## src/rtl/ifetch_if.sv

```systemverilog
// Fetch-unit bus: branch redirect, instruction-memory request/response and
// decode-buffer handshake, seen from the fetch unit (master) and its environment (slave).
interface ifetch_if #(
    parameter int XLEN = 32
);
    logic            branch_v_i;
    logic [XLEN-1:0] pc_nxt_i;
    logic            imem_req_v_o;
    logic [XLEN-1:0] imem_req_addr_o;
    logic            imem_req_rdy_i;
    logic            imem_rsp_v_i;
    logic [31:0]     imem_rsp_data_i;
    logic            dec_v_o;
    logic [31:0]     dec_instr_o;
    logic [XLEN-1:0] dec_pc_o;
    logic            dec_misalign_o;
    logic            dec_rdy_i;

    modport master (
        input  branch_v_i, pc_nxt_i, imem_req_rdy_i, imem_rsp_v_i,
               imem_rsp_data_i, dec_rdy_i,
        output imem_req_v_o, imem_req_addr_o, dec_v_o, dec_instr_o,
               dec_pc_o, dec_misalign_o
    );

    modport slave (
        output branch_v_i, pc_nxt_i, imem_req_rdy_i, imem_rsp_v_i,
               imem_rsp_data_i, dec_rdy_i,
        input  imem_req_v_o, imem_req_addr_o, dec_v_o, dec_instr_o,
               dec_pc_o, dec_misalign_o
    );
endinterface

```

## src/rtl/ifetch.sv

```systemverilog
// Instruction fetch: one outstanding memory request, a single-entry decode
// buffer, branch redirect handling and misaligned-PC fault injection.
module ifetch #(
    parameter int              XLEN         = 32,
    parameter logic [XLEN-1:0] RESET_VECTOR = '0
) (
    input logic      clk,
    input logic      reset_n,
    ifetch_if.master bus
);
    typedef enum logic [1:0] {
        S_REQ  = 2'd0,
        S_WAIT = 2'd1,
        S_DROP = 2'd2,
        S_HALT = 2'd3
    } state_t;

    localparam logic [31:0] NOP_INSTR = 32'h0000_0013;

    state_t          state;
    logic [XLEN-1:0] pc;
    logic            dec_v;
    logic [31:0]     dec_instr;
    logic [XLEN-1:0] dec_pc;
    logic            dec_misalign;
    logic            buf_free;
    logic            req_v;

    assign buf_free = !dec_v || bus.dec_rdy_i;
    assign req_v    = reset_n && (state == S_REQ) && buf_free &&
                      (pc[1:0] == 2'b00) && !bus.branch_v_i;

    assign bus.imem_req_v_o    = req_v;
    assign bus.imem_req_addr_o = pc;
    assign bus.dec_v_o         = dec_v;
    assign bus.dec_instr_o     = dec_instr;
    assign bus.dec_pc_o        = dec_pc;
    assign bus.dec_misalign_o  = dec_misalign;

    always_ff @(posedge clk or negedge reset_n) begin
        if (!reset_n) begin
            state        <= S_REQ;
            pc           <= RESET_VECTOR;
            dec_v        <= 1'b0;
            dec_instr    <= '0;
            dec_pc       <= '0;
            dec_misalign <= 1'b0;
        end else if (bus.branch_v_i) begin
            pc    <= bus.pc_nxt_i;
            dec_v <= 1'b0;
            // A request still in flight must have its response swallowed in DROP
            if ((state == S_WAIT || state == S_DROP) && !bus.imem_rsp_v_i)
                state <= S_DROP;
            else
                state <= S_REQ;
        end else begin
            if (dec_v && bus.dec_rdy_i)
                dec_v <= 1'b0;
            case (state)
                S_REQ: begin
                    if (req_v && bus.imem_req_rdy_i) begin
                        state <= S_WAIT;
                    end else if (pc[1:0] != 2'b00 && buf_free) begin
                        dec_v        <= 1'b1;
                        dec_instr    <= NOP_INSTR;
                        dec_pc       <= pc;
                        dec_misalign <= 1'b1;
                        state        <= S_HALT;
                    end
                end
                S_WAIT: begin
                    if (bus.imem_rsp_v_i) begin
                        dec_v        <= 1'b1;
                        dec_instr    <= bus.imem_rsp_data_i;
                        dec_pc       <= pc;
                        dec_misalign <= 1'b0;
                        pc           <= pc + XLEN'(4);
                        state        <= S_REQ;
                    end
                end
                S_DROP: begin
                    if (bus.imem_rsp_v_i)
                        state <= S_REQ;
                end
                S_HALT: begin
                    state <= S_HALT;
                end
                default: state <= S_REQ;
            endcase
        end
    end
endmodule

```

## src/flat_wrapper.sv

```systemverilog
// flat-port wrapper written by rule: the top's interface ports become plain ports
module ifetch_flat 
#(
    parameter int              XLEN         = 32,
    parameter logic [XLEN-1:0] RESET_VECTOR = '0
)
  (clk, reset_n, bus_branch_v_i, bus_pc_nxt_i, bus_imem_req_rdy_i, bus_imem_rsp_v_i, bus_imem_rsp_data_i, bus_dec_rdy_i, bus_imem_req_v_o, bus_imem_req_addr_o, bus_dec_v_o, bus_dec_instr_o, bus_dec_pc_o, bus_dec_misalign_o);
  ifetch_if #(.XLEN(XLEN)) bus_i ();
  input logic clk;
  input logic reset_n;
  input wire logic [$bits(bus_i.branch_v_i)-1:0] bus_branch_v_i;
  input wire logic [$bits(bus_i.pc_nxt_i)-1:0] bus_pc_nxt_i;
  input wire logic [$bits(bus_i.imem_req_rdy_i)-1:0] bus_imem_req_rdy_i;
  input wire logic [$bits(bus_i.imem_rsp_v_i)-1:0] bus_imem_rsp_v_i;
  input wire logic [$bits(bus_i.imem_rsp_data_i)-1:0] bus_imem_rsp_data_i;
  input wire logic [$bits(bus_i.dec_rdy_i)-1:0] bus_dec_rdy_i;
  output wire logic [$bits(bus_i.imem_req_v_o)-1:0] bus_imem_req_v_o;
  output wire logic [$bits(bus_i.imem_req_addr_o)-1:0] bus_imem_req_addr_o;
  output wire logic [$bits(bus_i.dec_v_o)-1:0] bus_dec_v_o;
  output wire logic [$bits(bus_i.dec_instr_o)-1:0] bus_dec_instr_o;
  output wire logic [$bits(bus_i.dec_pc_o)-1:0] bus_dec_pc_o;
  output wire logic [$bits(bus_i.dec_misalign_o)-1:0] bus_dec_misalign_o;
  assign bus_i.branch_v_i = bus_branch_v_i;
  assign bus_i.pc_nxt_i = bus_pc_nxt_i;
  assign bus_i.imem_req_rdy_i = bus_imem_req_rdy_i;
  assign bus_i.imem_rsp_v_i = bus_imem_rsp_v_i;
  assign bus_i.imem_rsp_data_i = bus_imem_rsp_data_i;
  assign bus_i.dec_rdy_i = bus_dec_rdy_i;
  assign bus_imem_req_v_o = bus_i.imem_req_v_o;
  assign bus_imem_req_addr_o = bus_i.imem_req_addr_o;
  assign bus_dec_v_o = bus_i.dec_v_o;
  assign bus_dec_instr_o = bus_i.dec_instr_o;
  assign bus_dec_pc_o = bus_i.dec_pc_o;
  assign bus_dec_misalign_o = bus_i.dec_misalign_o;
  ifetch #(.XLEN(XLEN), .RESET_VECTOR(RESET_VECTOR)) u_core (.clk(clk), .reset_n(reset_n), .bus(bus_i));
endmodule
```

## config.mk

```make
export PLATFORM = sky130hd
export DESIGN_NAME = ifetch_flat
export DESIGN_NICKNAME = d
export VERILOG_FILES = /design/src/rtl/ifetch_if.sv /design/src/rtl/ifetch.sv /design/src/flat_wrapper.sv
export SDC_FILE = /design/constraint.sdc
export NUM_CORES = 1
export LEC_CHECK = 0
export ABC_AREA = 1
export BUFFER_PORTS_ARGS = -buffer_cell sky130_fd_sc_hd__buf_4
export CAP_MARGIN = 30
export CORE_UTILIZATION = 30
export CTS_CLUSTER_DIAMETER = 30
export DETAILED_ROUTE_END_ITERATION = 8
export HOLD_SLACK_MARGIN = 0.12
export PLACE_DENSITY = 0.54
export SYNTH_ARGS = -nofsm -noshare
export SYNTH_HDL_FRONTEND = slang
export SYNTH_SLANG_ARGS = --single-unit
```

## constraint.sdc

```tcl
create_clock -name clk -period 4.9 [get_ports clk]
set_clock_uncertainty 0.2 [all_clocks]
set_input_delay 0.98 -clock clk [delete_from_list [all_inputs] [get_ports clk]]
set_output_delay 0.98 -clock clk [all_outputs]
set_load 0.005 [all_outputs]
```

==> results.yml, run 1 <==
worst_setup_path:
  critPathArrivalTime_ns: 2.20
  cp-start-kind: "input pin"
  cp-end-kind: "output pin"
  path_max_fanout: 55
  crit_required_ns: 3.72
  crit_top_cell: "buf_4"
  critical_path.slowest_cell: "inv_4"
  criticalPathCategory: "in -> out"
  crit_path_max_incr_delay_ns: 0.42
  crit_chain: "buf_4, inv_4, nand2_1, nor4_1, buf_4"
power:
  internal_power_mw: 2.16
  swShare_pct: 36.0
  peakVddDrop_mv: 0.188
  leakagePower_nw: 3.55
  p_clk_share_pct: 22.4
  p_comb_share_pct: 37.2
  cellPowerDensity_mw_per_mm2: 498
  pwr-share-seq_pct: 40.4
  p_switching_mw: 1.21
placement:
  gp_congestion: 0.867
  place_hpwl_um: 11500
  placed_area_mm2: 0.00646
  pre_cts_slack_ns: 1.27
  placement.io_buffers: 168
clock_tree:
  cts_tree: "done"
  clk_latency_ns: 0.34
  path_clk_slew_ns: 0.07
  max-clock-path-buffers: 2
  cts_max_level: 3
  cts_setup_buffers: 0
  hold_buffers: 0
  clkSinkCount: 100
  post_cts_resized: 0
  cts-buffers-inserted: 9
  clockRootBuffer: "clkbuf_16"
flow_run:
  maxCapViolCount: 0
outcome:
  status: "finished clean"
grt:
  overflow: 0
  grt_first_pass_wirelength_um: 25000
  track_usage_pct: 18.5
  grt_max_degree: 90
  grt_pass1_vias: 4513
  antenna_found_initial: 0
routing:
  antenna_left: 0
  wl_um: 15700
  dr.pass1.iters: 5
  wire_per_inst_um: 14.7
  first_iter_violations: 315
  drc: 0
  vias: 4874
  vias_per_cell: 4.56
floorplan:
  die_x_um: 132
  core_area_mm2: 0.0165
  num_rows: 47
  die_h_um: 132
  io-pin-count: 169
  start_util_pct: 30.6
  dieArea_mm2: 0.0174
hold_path:
  hp-class: "reg -> reg"
layout:
  fin_util_pct: 41.0
  final_area_mm2: 0.00677
  antenna_cells: 0
  finalNetCount: 918
  drive_gt1_share_pct: 23.3
  areaGrowthSynthToFinish_pct: 34.1
synthesis:
  synth_seq_cells: 100
  ys_types: 30
  synth_fa_ha_area_share_pct: 0.991
  yosysMostFrequentCell: "nand2_1"
  synth_top_family_by_area: "simple AND/OR/NAND/NOR gates"
  ys.flop_type: "dfrtp_1"
  async_flop_share_pct: 100
  synth.area.top_cells: "dfrtp_1 50%, nand2_1 20%, o21ai_0 6.4%"
  synth_fp_nets: 761
  synth-edff-count: 0
  synth_xor_area_share_pct: 0.173
  yosys_warnings: 0
  synth_mux_area_share_pct: 0
  postSynthCellCount: 687
  seq_area_frac_synth_pct: 49.6
  synth_compound_area_share_pct: 9.27
  synth_top_area_share_pct: 49.6
  synth_area_leader_cell: "dfrtp_1"
  yosys.area_share.simple_pct: 32.1
  avgSynthCellArea_um2: 7.35
  synthTopCellsByCount: "271 x nand2_1, 100 x dfrtp_1, 74 x nor2_1, 65 x o21ai_0, 63 x inv_1"
  syn_area_mm2: 0.00505
sta:
  setup-tns-final_ns: 0
  fmax_mhz: 295
  worst_slew_pin_slew_ns: 0.848
  setup_viol: 0
  slew_headroom_pct: 43.4
  maxSlewViolCount: 0
  rsz0062_at_grt: "false"
  post-route-min-period_ns: 3.38
  final.setup.worst_slack_ns: 1.52
  finalHoldViolations: 0
  min_period_over_period_pct: 69.1
-- worst max-delay path: cells and delay by family --
| kind | cells | cell delay (ns) |
|---|---|---|
| buffers and inverters | 3 | 0.79 |
| AND/OR/NAND/NOR | 2 | 0.42 |
-- routing by layer --
layer  vias to the layer above  track usage, %  wire [um]
li1                       2477               -          -
met1                      2190            27.7       7780
met2                       192            26.9       6730
met3                        15            3.11        962
met4                         0            6.14        227
met5                         -               0          0
-- power groups by stage --
stage	Clock (mW)	Sequential [mW]	Combinational [mW]
floorplan	0	1.36	0.588
detailed placement	0	1.38	1.27
finish	0.753	1.36	1.25
CTS	0.774	1.37	1.28
global route	0.801	1.41	1.43
global placement	0	1.37	1.27
-- per-stage QoR --
step | instances | total power, mW | hold WS (ns)
floorplan | 687 | 1.94 | 0.272
global placement | 1053 | 2.64 | 0.265
detailed placement | 1053 | 2.65 | 0.267
CTS | 1069 | 3.42 | 0.286
global route | 1069 | 3.63 | 0.304
finish | 1069 | 3.37 | 0.280
-- final timing paths --
kind	end	start	depth (start not counted)	slack [ns]
setup / recovery	bus_imem_req_v_o	bus_branch_v_i	5	1.52
hold / removal	u_core.bus.dec_instr_o[26]	u_core.bus.dec_instr_o[26]	2	0.28
setup reg to reg	u_core.bus.dec_misalign_o	u_core.state[0]	11	2.04
hold reg to reg	u_core.bus.dec_instr_o[26]	u_core.bus.dec_instr_o[26]	2	0.28
max in group asynchronous	u_core.bus.imem_req_addr_o[30]	reset_n	3	2.72
min in group asynchronous	u_core.bus.imem_req_addr_o[12]	reset_n	2	0.55
-- cell usage in the layout (no fill, tap or decap), types with 8 or more instances in the layout --
master     count
nand2_1      271
buf_4        171
dfrtp_1      100
nor2_1        74
o21ai_0       65
inv_1         63
nand3_1       40
clkbuf_16      9
a21oi_1        8
-- state kept, by name, summed over array words and instances, names as in the netlist --
name                        flops
u_core.bus.dec_pc_o            32
u_core.bus.imem_req_addr_o     32
u_core.bus.dec_instr_o         32
u_core.state                    2
u_core.bus.dec_v_o              1
u_core.bus.dec_misalign_o       1
-- cell type report --
type                            count  area (um^2)
Fill cell                        1741         9750
Tap cell                          220          275
Sequential cell                   100         2500
Clock inverter                      5         60.1
Multi-Input combinational cell    496         2150
Inverter                           66          250
Clock buffer                       11          253
Timing Repair Buffer              171         1280
-- logic make-up after synthesis --
group | Yosys count
AO/OA/AOI/OAI | 87
flip-flops | 100
adder cells (fa/ha/maj) | 4
buffers and inverters | 91
AND/OR/NAND/NOR | 404
XOR/XNOR | 1
Note: power is estimated with default switching activity, not from simulation.
==> run 2: changes to the inputs <==
--- a/config.mk
+++ b/config.mk
@@ -5,14 +5,14 @@
 export SDC_FILE = /design/constraint.sdc
 export NUM_CORES = 1
 export LEC_CHECK = 0
-export ABC_AREA = 1
+export ABC_AREA = 0
 export BUFFER_PORTS_ARGS = -buffer_cell sky130_fd_sc_hd__buf_4
 export CAP_MARGIN = 30
 export CORE_UTILIZATION = 30
 export CTS_CLUSTER_DIAMETER = 30
 export DETAILED_ROUTE_END_ITERATION = 8
 export HOLD_SLACK_MARGIN = 0.12
-export PLACE_DENSITY = 0.54
+export PLACE_DENSITY = 0.55
 export SYNTH_ARGS = -nofsm -noshare
 export SYNTH_HDL_FRONTEND = slang
 export SYNTH_SLANG_ARGS = --single-unit
==> constraint.sdc (replaced) <==
create_clock -name clk -period 3.4 [get_ports clk]
set_clock_uncertainty 0.2 [all_clocks]
set_input_delay 0.68 -clock clk [delete_from_list [all_inputs] [get_ports clk]]
set_output_delay 0.68 -clock clk [all_outputs]
set_load 0.005 [all_outputs]
==> run 2 against run 1 <==
Routed wire length is 21% lower; setup slack got worse by 0.84 ns; combinational power is 34% higher; register-to-register slack lost 1.3 ns; critical path depth is 1 lower; first-iteration DRC count shrank 34%; synthesized area fell by 6.2%; utilization rose by 1.9 points; largest cell class unchanged; highest routed layer unchanged.
==> results.yml, run 2 <==
synthesis:
  synth_mux_area_share_pct: 15.3
  synth_fp_nets: 520
  synth_seq_cells: 100
  seq_area_frac_synth_pct: 52.8
  avgSynthCellArea_um2: 10.6
  synth_area_leader_cell: "dfrtp_1"
  synth_top_area_share_pct: 52.8
  ys.flop_type: "dfrtp_1"
  ys_types: 40
  yosysMostFrequentCell: "dfrtp_1"
  synth_xor_area_share_pct: 2.22
  synth_fa_ha_area_share_pct: 1.06
  async_flop_share_pct: 100
  synth-edff-count: 0
  synthTopCellsByCount: "100 x dfrtp_1, 55 x nand2_1, 37 x mux2_2, 36 x inv_1, 31 x mux2i_1"
  syn_area_mm2: 0.00474
  synth.area.top_cells: "dfrtp_1 53%, mux2_2 8.8%, mux2i_1 6.6%"
  yosys_warnings: 0
  yosys.area_share.simple_pct: 15.5
  synth_compound_area_share_pct: 7.82
  postSynthCellCount: 446
  synth_top_family_by_area: "simple AND/OR/NAND/NOR gates"
grt:
  grt_first_pass_wirelength_um: 19700
  grt_use_met1_pct: 20.4
  grt_pass1_vias: 3812
  antenna_found_initial: 0
  overflow: 0
  grt.busiest_layer: "met2"
  grt_max_degree: 66
  track_usage_pct: 15.7
  use_met3_pct: 3.63
  met2_usage_pct: 25.0
floorplan:
  core_area_mm2: 0.0153
  die_h_um: 128
  num_rows: 45
  dieArea_mm2: 0.0163
  io-pin-count: 169
  start_util_pct: 30.9
  die_x_um: 128
layout:
  fill_cells: 1510
  antenna_cells: 0
  final_area_mm2: 0.00657
  areaGrowthSynthToFinish_pct: 38.6
  final_common_cell: "buf_4"
  finalNetCount: 678
  final_cells: 820
  drive_gt1_share_pct: 37.6
  fin_util_pct: 42.9
  mostFrequentLayoutCells: "172 x buf_4, 100 x dfrtp_1, 55 x nand2_1"
sta:
  fmax_mhz: 366
  setup_viol: 0
  min_period_over_period_pct: 80.3
  maxSlewViolCount: 0
  worst_slew_pin_slew_ns: 0.871
  post-route-min-period_ns: 2.73
  slew_headroom_pct: 41.7
  setup-tns-final_ns: 0
  finalHoldViolations: 0
  rsz0062_at_grt: "false"
routing:
  first_iter_violations: 209
  vias: 3946
  vias_per_cell: 4.81
  wire_per_inst_um: 15.1
  wl_um: 12400
  drc: 0
  dr.pass1.iters: 4
  antenna_left: 0
placement:
  gp_congestion: 0.744
  placement.io_buffers: 168
  place_hpwl_um: 8740
  placed_area_mm2: 0.00619
  place_inst: 802
clock_tree:
  clk_latency_ns: 0.35
  clkSinkCount: 100
  cts_setup_buffers: 0
  clockRootBuffer: "clkbuf_16"
  cts-buffers-inserted: 9
  max-clock-path-buffers: 2
  cts_tree: "done"
  path_clk_slew_ns: 0.07
  cts_max_level: 3
worst_setup_path:
  cp-start-kind: "input pin"
  cp-end-kind: "output pin"
  crit_required_ns: 2.52
  path_max_fanout: 14
  critPathArrivalTime_ns: 1.85
  criticalPathCategory: "in -> out"
outcome:
  status: "finished clean"
power:
  internal_power_mw: 3.26
  p_clk_share_pct: 24.5
  peakVddDrop_mv: 0.354
  swShare_pct: 30.4
  p_switching_mw: 1.43
  pwr-share-seq_pct: 39.5
  leakagePower_nw: 3.06
  p_comb_share_pct: 36.0
  cellPowerDensity_mw_per_mm2: 713
flow_run:
  maxCapViolCount: 0
hold_path:
  hp-class: "reg -> reg"
run 2: final cells by class:
| cell class | instances | area [um^2] | share of cell area, % |
|---|---|---|---|
| Timing Repair Buffer | 174 | 1330 | 20.2 |
| Multi-Input combinational cell | 283 | 2000 | 30.5 |
| Clock buffer | 11 | 253 | 3.85 |
| Sequential cell | 100 | 2500 | 38.1 |
| Clock inverter | 5 | 82.6 | 1.26 |
| Tap cell | 211 | 264 | 4.02 |
| Inverter | 36 | 135 | 2.06 |
run 2: cell families (layout without fill, tap and decap cells):
logic type      after synthesis  count (layout)
fa+ha+maj                     4               4
xor+xnor                     12              12
mux                          68              68
simple gates                142             142
buf+inv                      63             226
flops                       100             100
compound gates               57              57
run 2: critical path: stages:
cell	delay, ns
dlygate4sd3_1	0.53
buf_4	0.23
and4_1	0.27
buf_4	0.13
run 2: stage by stage:
stage               hold slack [ns]  setup slack, ns  total power [mW]
finish                        0.310            0.671              4.68
detailed placement            0.299            0.588              3.58
CTS                           0.315            0.635              4.74
global route                  0.325            0.536              5.00
floorplan                     0.184            0.870              2.67
global placement              0.290            0.668              3.52
run 2: worst paths after layout:
kind                            slack, ns                          start  cells after the start                              to
worst max-delay path                 0.67                        reset_n                      4                bus_imem_req_v_o
worst min-delay path                 0.31        u_core.bus.dec_pc_o[20]                      1         u_core.bus.dec_pc_o[20]
worst max register to register       0.70  u_core.bus.imem_req_addr_o[3]                      5  u_core.bus.imem_req_addr_o[28]
worst min register to register       0.31        u_core.bus.dec_pc_o[20]                      1         u_core.bus.dec_pc_o[20]
max in group asynchronous            1.58                        reset_n                      3      u_core.bus.dec_instr_o[28]
min in group asynchronous            0.52                        reset_n                      2         u_core.bus.dec_pc_o[19]
run 2: timing repair:
item | in CTS | in global routing
hold buffers | 1 | 0
hold endpoints to repair | 10 | 0
resized for setup | 0 | 0
run 2: metal layers:
layer	wire (um)	up-vias
met3	735	18
li1	-	1883
met1	5620	1921
met2	5810	124
met5	0	-
met4	244	0
run 2: power by group through the flow:
| stage | Combinational (mW) | Clock (mW) | Sequential (mW) |
|---|---|---|---|
| 5_1_grt | 1.86 | 1.24 | 1.91 |
| 4_1_cts | 1.71 | 1.18 | 1.85 |
| 2_1_floorplan | 0.817 | 0 | 1.85 |
| 3_3_place_gp | 1.66 | 0 | 1.85 |
| 6_report | 1.68 | 1.15 | 1.85 |
| 3_5_place_dp | 1.70 | 0 | 1.88 |
==> run 3: changes to the inputs <==
--- a/config.mk
+++ b/config.mk
@@ -12,7 +12,7 @@
 export CTS_CLUSTER_DIAMETER = 30
 export DETAILED_ROUTE_END_ITERATION = 8
 export HOLD_SLACK_MARGIN = 0.12
-export PLACE_DENSITY = 0.55
+export PLACE_DENSITY = 0.57
 export SYNTH_ARGS = -nofsm -noshare
 export SYNTH_HDL_FRONTEND = slang
 export SYNTH_SLANG_ARGS = --single-unit
==> constraint.sdc (replaced) <==
create_clock -name clk -period 2.35 [get_ports clk]
set_clock_uncertainty 0.2 [all_clocks]
set_input_delay 0.47 -clock clk [delete_from_list [all_inputs] [get_ports clk]]
set_output_delay 0.47 -clock clk [all_outputs]
set_load 0.005 [all_outputs]
==> run 3 against run 2 <==
Via count grew 3.5%; non-clock buffer count rose by 32; largest cell class unchanged; critical path depth did not move; setup slack got worse by 0.61 ns; first-iteration DRC count rose by 34%; register-to-register slack got worse by 0.62 ns; sequential share of layout area fell by 1.3 points; highest routed layer unchanged; clock power is 21% higher.
==> results.yml, run 3 (same netlist as run 2, synthesis figures left out) <==
outcome:
  status: "finished clean"
placement:
  placed_area_mm2: 0.00642
  pre_cts_slack_ns: -0.0594
  gp_congestion: 0.810
  place_hpwl_um: 9640
  place_inst: 828
  placement.io_buffers: 168
sta:
  whs_ns: 0.134
  maxSlewViolCount: 0
  setup_viol: 0
  slew_headroom_pct: 54.3
  fmax_mhz: 437
  setup-tns-final_ns: 0
  worst_slew_pin_slew_ns: 0.685
  finalHoldViolations: 0
  post-route-min-period_ns: 2.29
  min_period_over_period_pct: 97.5
  final.setup.worst_slack_ns: 0.0599
worst_setup_path:
  crit_required_ns: 1.68
  cp-start-kind: "input pin"
  critPathArrivalTime_ns: 1.62
  cp-end-kind: "output pin"
  path_max_fanout: 9
  criticalPathCategory: "in -> out"
floorplan:
  io-pin-count: 169
  start_util_pct: 30.9
  core_area_mm2: 0.0153
  die_h_um: 128
  dieArea_mm2: 0.0163
  num_rows: 45
  die_x_um: 128
clock_tree:
  cts-buffers-inserted: 9
  cts_max_level: 3
  cts_tree: "done"
  clkSinkCount: 100
  max-clock-path-buffers: 2
  clk_latency_ns: 0.35
  clockRootBuffer: "clkbuf_16"
  path_clk_slew_ns: 0.06
power:
  cellPowerDensity_mw_per_mm2: 993
  power_mw: 6.76
  peakVddDrop_mv: 0.397
  leakagePower_nw: 3.20
routing:
  dr.pass1.iters: 4
  wl_um: 13100
  vias: 4084
  first_iter_violations: 280
  wire_per_inst_um: 15.4
  antenna_left: 0
  vias_per_cell: 4.79
  drc: 0
grt:
  overflow: 0
  grt_max_degree: 53
  grt_pass1_vias: 4043
  grt_first_pass_wirelength_um: 20700
  track_usage_pct: 16.5
  antenna_found_initial: 0
layout:
  fin_util_pct: 44.4
  areaGrowthSynthToFinish_pct: 43.6
  drive_gt1_share_pct: 41.2
  antenna_cells: 0
  final_area_mm2: 0.00680
  final_cells: 852
  final_common_cell: "buf_4"
  mostFrequentLayoutCells: "197 x buf_4, 100 x dfrtp_1, 55 x nand2_1"
  finalNetCount: 710
hold_path:
  hp-class: "in -> reg"
flow_run:
  maxCapViolCount: 0
[run 3: cell count changes in the layout (fill, tap and decap cells not counted), moves of 2 or more]
cell | before | now
buf_4 | 172 | 197
buf_12 | 0 | 3
ha_1 | 4 | 1
buf_6 | 0 | 2
bufinv_16 | 2 | 0
clkbuf_1 | 0 | 2
clkinv_2 | 1 | 3
dlygate4sd3_1 | 1 | 3
ha_4 | 0 | 2
inv_1 | 36 | 34
inv_2 | 0 | 2
[run 3: final cells by class]
class | count | area (um^2)
Timing Repair Buffer | 206 | 1600
Tap cell | 211 | 264
Fill cell | 1465 | 8510
Clock inverter | 4 | 23.8
Inverter | 36 | 135
Sequential cell | 100 | 2500
Clock buffer | 12 | 246
Multi-Input combinational cell | 283 | 2040
[run 3: critical path, stage by stage]
cell	delay, ns
dlygate4sd3_1	0.59
buf_4	0.19
and4_1	0.24
buf_4	0.13
[run 3: power by group]
| part | total (mW) | internal [mW] | switching (mW) | leakage, nW |
|---|---|---|---|---|
| clock | 1.39 | 0.747 | 0.645 | 0.137 |
| combinational | 2.71 | 1.59 | 1.12 | 1.84 |
| sequential | 2.65 | 2.29 | 0.360 | 1.22 |
[run 3: timing repair]
| item | 4_1_cts | 5_1_grt |
|---|---|---|
| setup endpoints to repair | 43 | 49 |
| buffers inserted | 0 | 4 |
| endpoints found under the hold margin | 18 | 0 |
| pin swaps | 0 | 4 |
| resized for setup | 3 | 8 |
| gates cloned | 0 | 1 |
| hold buffers | 3 | 0 |
[run 3: worst paths after layout]
path,depth (start not counted),from,slack [ns],to
min in group asynchronous,2,reset_n,0.36,u_core.bus.dec_pc_o[1]
max reg2reg,7,u_core.state[1],0.08,u_core.bus.dec_instr_o[1]
min reg2reg,1,u_core.bus.dec_pc_o[21],0.30,u_core.bus.dec_pc_o[21]
min,3,bus_pc_nxt_i[2],0.13,u_core.bus.imem_req_addr_o[2]
max in group asynchronous,3,reset_n,0.71,u_core.bus.dec_instr_o[24]
max,4,reset_n,0.06,bus_imem_req_v_o
[run 3: per-layer routing]
layer  wire length [um]  track usage [%]  up-vias
met1               5790             20.7     1986
met5                  0                0        -
met3                651             4.05       19
met2               6400             27.6      130
li1                   -                -     1949
met4                295             6.44        0
